===== src/rtl/register_file.sv =====
// Register file with two asynchronous read ports, one write port, an
// optional hard-wired zero register, optional write-to-read forwarding and
// a sequential clear engine that sweeps one register per clock.
module register_file #(
    parameter int WIDTH    = 16,
    parameter int DEPTH    = 8,
    parameter int ZERO_REG = 1,
    parameter int BYPASS   = 1,
    localparam int AW      = (DEPTH > 2) ? $clog2(DEPTH) : 1
) (
    input  logic             clk,
    input  logic             rst,
    input  logic             we,
    input  logic [AW-1:0]    waddr,
    input  logic [WIDTH-1:0] wdata,
    input  logic [AW-1:0]    raddr_a,
    output logic [WIDTH-1:0] rdata_a,
    input  logic [AW-1:0]    raddr_b,
    output logic [WIDTH-1:0] rdata_b,
    input  logic             clr_start,
    output logic             busy,
    output logic             wr_err
);

    // Clear engine states; one bit is enough for the two-state sequencer.
    localparam logic [0:0] IDLE  = 1'b0;
    localparam logic [0:0] CLEAR = 1'b1;

    // Address limits, widened by one bit so that the range test against
    // DEPTH is meaningful even when DEPTH is a power of two.
    localparam logic [AW:0]   DEPTH_EXT = (AW + 1)'(DEPTH);
    localparam logic [AW-1:0] LAST_PTR  = AW'(DEPTH - 1);

    logic [WIDTH-1:0] r_regs [DEPTH];
    logic [0:0]       r_state;
    logic [AW-1:0]    r_clrPtr;
    logic             r_wrErr;

    logic             w_busy;
    logic             w_waddrInRange;
    logic             w_waddrIsZeroReg;
    logic             w_writeAccept;
    logic             w_writeDrop;
    logic [AW-1:0]    w_raddr [2];
    logic [WIDTH-1:0] w_rdata [2];

    assign w_busy = (r_state == CLEAR);
    assign busy   = w_busy;
    assign wr_err = r_wrErr;

    assign w_raddr[0] = raddr_a;
    assign w_raddr[1] = raddr_b;
    assign rdata_a    = w_rdata[0];
    assign rdata_b    = w_rdata[1];

    // Write qualification: a write is only taken while the clear engine is
    // idle, reset is low and the target is a real, writable register.
    always_comb begin
        w_waddrInRange   = ({1'b0, waddr} < DEPTH_EXT);
        w_waddrIsZeroReg = (ZERO_REG != 0) && (waddr == '0);
        w_writeAccept    = we && !rst && !w_busy && w_waddrInRange && !w_waddrIsZeroReg;
        w_writeDrop      = we && !rst && !w_writeAccept;
    end

    // Storage update: reset wipes everything, the clear sweep owns the array
    // while it runs, otherwise an accepted write lands on its target.
    always_ff @(posedge clk) begin
        if (rst) begin
            for (int i = 0; i < DEPTH; i++) begin
                r_regs[i] <= '0;
            end
        end else if (w_busy) begin
            r_regs[r_clrPtr] <= '0;
        end else if (w_writeAccept) begin
            r_regs[waddr] <= wdata;
        end
    end

    // Clear sequencer: one register per edge from 0 up to DEPTH-1, then back
    // to idle; a start request arriving mid-sweep is simply not looked at.
    always_ff @(posedge clk) begin
        if (rst) begin
            r_state  <= IDLE;
            r_clrPtr <= '0;
        end else begin
            case (r_state)
                IDLE: begin
                    if (clr_start) begin
                        r_state  <= CLEAR;
                        r_clrPtr <= '0;
                    end
                end
                CLEAR: begin
                    if (r_clrPtr == LAST_PTR) begin
                        r_state  <= IDLE;
                        r_clrPtr <= '0;
                    end else begin
                        r_clrPtr <= r_clrPtr + AW'(1);
                    end
                end
                default: begin
                    r_state  <= IDLE;
                    r_clrPtr <= '0;
                end
            endcase
        end
    end

    // Dropped-write flag, raised for the single cycle after the attempt.
    always_ff @(posedge clk) begin
        if (rst) begin
            r_wrErr <= 1'b0;
        end else begin
            r_wrErr <= w_writeDrop;
        end
    end

    // Read ports: out-of-range and the zero register read as 0, a write
    // accepted this cycle is forwarded when enabled, otherwise array contents.
    always_comb begin
        for (int p = 0; p < 2; p++) begin
            w_rdata[p] = '0;
            if (({1'b0, w_raddr[p]} < DEPTH_EXT) &&
                !((ZERO_REG != 0) && (w_raddr[p] == '0))) begin
                if ((BYPASS != 0) && w_writeAccept && (w_raddr[p] == waddr)) begin
                    w_rdata[p] = wdata;
                end else begin
                    w_rdata[p] = r_regs[w_raddr[p]];
                end
            end
        end
    end

endmodule


===== config.mk =====
export PLATFORM = sky130hd
export DESIGN_NAME = register_file
export DESIGN_NICKNAME = d
export VERILOG_FILES = /design/src/rtl/register_file.sv
export SDC_FILE = /design/constraint.sdc
export NUM_CORES = 1
export LEC_CHECK = 0
export ABC_AREA = 1
export BUFFER_PORTS_ARGS = -buffer_cell sky130_fd_sc_hd__buf_2
export CAP_MARGIN = 5
export CORE_MARGIN = 8
export CORE_UTILIZATION = 38
export DETAILED_ROUTE_END_ITERATION = 16
export GPL_ROUTABILITY_DRIVEN = 1
export SLEW_MARGIN = 20
export SYNTH_ARGS = -nofsm -noshare
export SYNTH_HDL_FRONTEND = slang
export SYNTH_SLANG_ARGS = --single-unit

===== constraint.sdc =====
create_clock -name clk -period 2.49 [get_ports clk]
set_input_delay 0.1245 -clock clk [delete_from_list [all_inputs] [get_ports clk]]
set_output_delay 0.1245 -clock clk [all_outputs]
set_load 0.01 [all_outputs]

==> metrics <==
nets about 1200; first-pass GRT wire length 41.28 mm; Final Skew 0.01096 ns; Clock Sinks between 100 and 150; I/O pin cnt 63; critical path capture point type primary output; outcome complete, no violations; Post-Route M1 WL approximately 12 mm; total grt overflow 0; synthesized cell area 8180 um2; Inserted Diodes 0; top cells by area, synth edfxtp_1 (47%), nand2_1 (20%), nand3_1 (10%), nor2_1 (7.4%), nand4_1 (2.4%); initial antenna violation count 0; DRT iter0 DRCs around 820; post-synth cell types 29; vias in the first global route between 7000 and 8000; static leakage approximately 4.2 nW; Avg Inst Size Synth between 7 and 8 um2; post-route ant nets 0; Layout area overhead 14.96%; Register Area 3944 um2; HP Class in -> reg; crit path time final 2.281 ns; Yosys Warn Count 0; Async SR Flop Fraction 0%; port buffer count 62; drt via density about 5.3; Slew Limit Fails 0; max-cap viol count 0; Die ar. 26480 um2; Max Freq approximately 0.44 GHz; unrepaired setup endpoints after global routing false; std cell rows 53; most used cell, CP nor2_1; Die Wd 162.7 um; via count 7642; clock buffer depth 2; CP Class reg -> out; GRT Overall Usage 20.07%; worst-path cell chain nor2_8 -> nand2_4 -> inv_4 -> nand3_2 -> inv_2 -> nor2_1 -> nor2_1 -> buf_2; post-synth top area cell edfxtp_1; EDFF count, synth 128; Tcrit/Tclk final 91.60%; Int Power 4.323 mW; total design power 6.034 mW; dpl hpwl around 18 mm; share of cells above drive strength 1 14.22%; Slew HR between 50 and 60%; H-tree depth 4; Worst-Skew Late Latency 0.42 ns; Core Box Area around 21000 um2; final setup fails 0; CTS root buf clkbuf_16; Critical Path Max Stage Delay 0.39 ns; Comb power frac roughly 16%; area share of the largest cell type after synthesis 46.99%; fill cell total of the finished layout 2127; Commonest cells post-synth nand2_1 (438), nand3_1 (169), nor2_1 (161); starting density of the core 38.79%; Die H 162.7 um; Synth Register Bits 133; TritonRoute pass-1 iters 5; final hold violations 0; arrival time at the worst endpoint 2.16 ns; area of the multi-input gates 3757 um2; Setup Buffers After CTS 0; PwrDens 641.7 nW/um2; clock share of power about 41%; final non-filler cell total 1442; Slowest-stage cell, CP dfxtp_1; DRC violations left 0; Syn Inst Count 1092; overall routed net length 26.71 mm; CTS tree yes; clock slew seen by the registers of the worst setup and hold paths 0.06 ns; uppermost routed layer met4; Final GP Congestion 0.8515; TNS Setup 0 ns; prevailing post-synth register cell edfxtp_1; metal2 WL between 10 and 15 mm; crit path max fanout 24; Net Sw Power about 1.7 mW; worst-margin pin slew between 0.6 and 0.7 ns; CP Data Required Time 2.37 ns; sequential power share 43.4%; routed len/inst 18.52 um; sequential-to-total area share from yosys stat 48.21%; top-count cell post-synth nand2_1; DP Cell Count 1409; met3 WL post-DR 2.499 mm; CTS buffer count 17; VDD IR max 0.3674 mV; nature of the critical path startpoint flop; Sw Share 28.37%; largest net degree at the start of global routing 66
==> routing by layer <==
| metal | GRT usage (%) | up-vias |
|---|---|---|
| li1 | - | 3669 |
| met1 | 28.01 | 3575 |
| met2 | 31.23 | 367 |
| met3 | 4.196 | 31 |
| met4 | 4.837 | 0 |
| met5 | 0 | - |
==> worst paths after layout <==
check         startpoint             to  slack, ns  cells after the start
min                   we         wr_err       0.05                      3
max reg2reg         busy  r_regs[2][13]       0.39                      7
max                 busy     rdata_b[5]       0.21                      8
min reg2reg  r_clrPtr[0]    r_clrPtr[0]       0.53                      1
==> power groups by stage <==
stage                     Clock [mW]  Combinational, mW  Sequential [mW]
after floorplan                    0              0.611             2.65
after global placement             0              0.956             2.66
after detailed placement           0              0.958             2.67
after CTS                       2.46              0.964             2.62
after global routing            2.55               1.06             2.63
final                           2.44              0.969             2.62
==> per-stage QoR <==
step	area [um2]	hold WS (ns)	worst slack (ns)	utilization, %
global placement	8817	0.3465	0.3264	41.81
global route	9404	0.05594	0.02374	44.59
finish	9404	0.04892	0.2093	44.59
CTS	9402	0.03984	0.02428	44.58
floorplan	8237	0.2030	0.4558	-
detailed placement	8817	0.3521	0.2848	41.81
==> final cells by class <==
type	count	area share (%)
Sequential cell	133	41.94
Multi-Input combinational cell	858	39.95
Timing Repair Buffer	96	6.466
Clock buffer	19	4.604
Tap cell	275	3.659
Inverter	49	1.982
Clock inverter	12	1.397
==> cell families after synthesis <==
group / count (synthesis) / synth area share [%]
other cells: 1 / 0.04584
fa+ha+maj: 2 / 0.3059
flops: 133 / 48.21
compound gates: 6 / 0.6577
simple gates: 832 / 44.02
xor+xnor: 2 / 0.2142
buf+inv: 116 / 6.546
==> worst max-delay path, delay by kind of cell (launching register included) <==
family	cells	cell delay [ns]
buf+inv	3	0.60
simple gates	5	0.74
flops	1	0.39
==> placed cells by master (no fill, tap or decap), types with 2 or more instances in the layout <==
cell type      synthesis  final
nand2_4                8      8
nand3_1              169    169
buf_12                 0      3
clkinvlp_4             0      3
conb_1                 1     16
nor2_8                 2      2
a32o_1                 2      2
inv_6                  0      2
inv_1                 40     38
nor2_4                 4      4
buf_4                  6     29
dfxtp_1                5      5
xnor2_1                2      2
clkbuf_1              22      2
ha_1                   2      2
nor2_1               161    161
nand2_2                9      9
buf_2                 20     62
nand3_2                2      2
inv_2                  9     10
clkinv_2               0      2
clkbuf_16              0     17
edfxtp_1             128    128
nand2_1              438    438
nand4_1               32     32
clkinv_4               0      2
nor2_2                 5      5
bufinv_16              0      2
dlygate4sd3_1          0      2
==> what timing repair did <==
action | 4_1_cts | 5_1_grt
gates resized for setup | 0 | 2
setup endpoints to repair | 0 | 18
endpoints found under the hold margin | 2 | 0
hold buffers | 2 | 0
==> sequential cells by signal, indices dropped and copies added, names as in the netlist <==
register  count
r_regs      128
r_clrPtr      3
wr_err        1
busy          1
(Power assumes the default switching activity.)
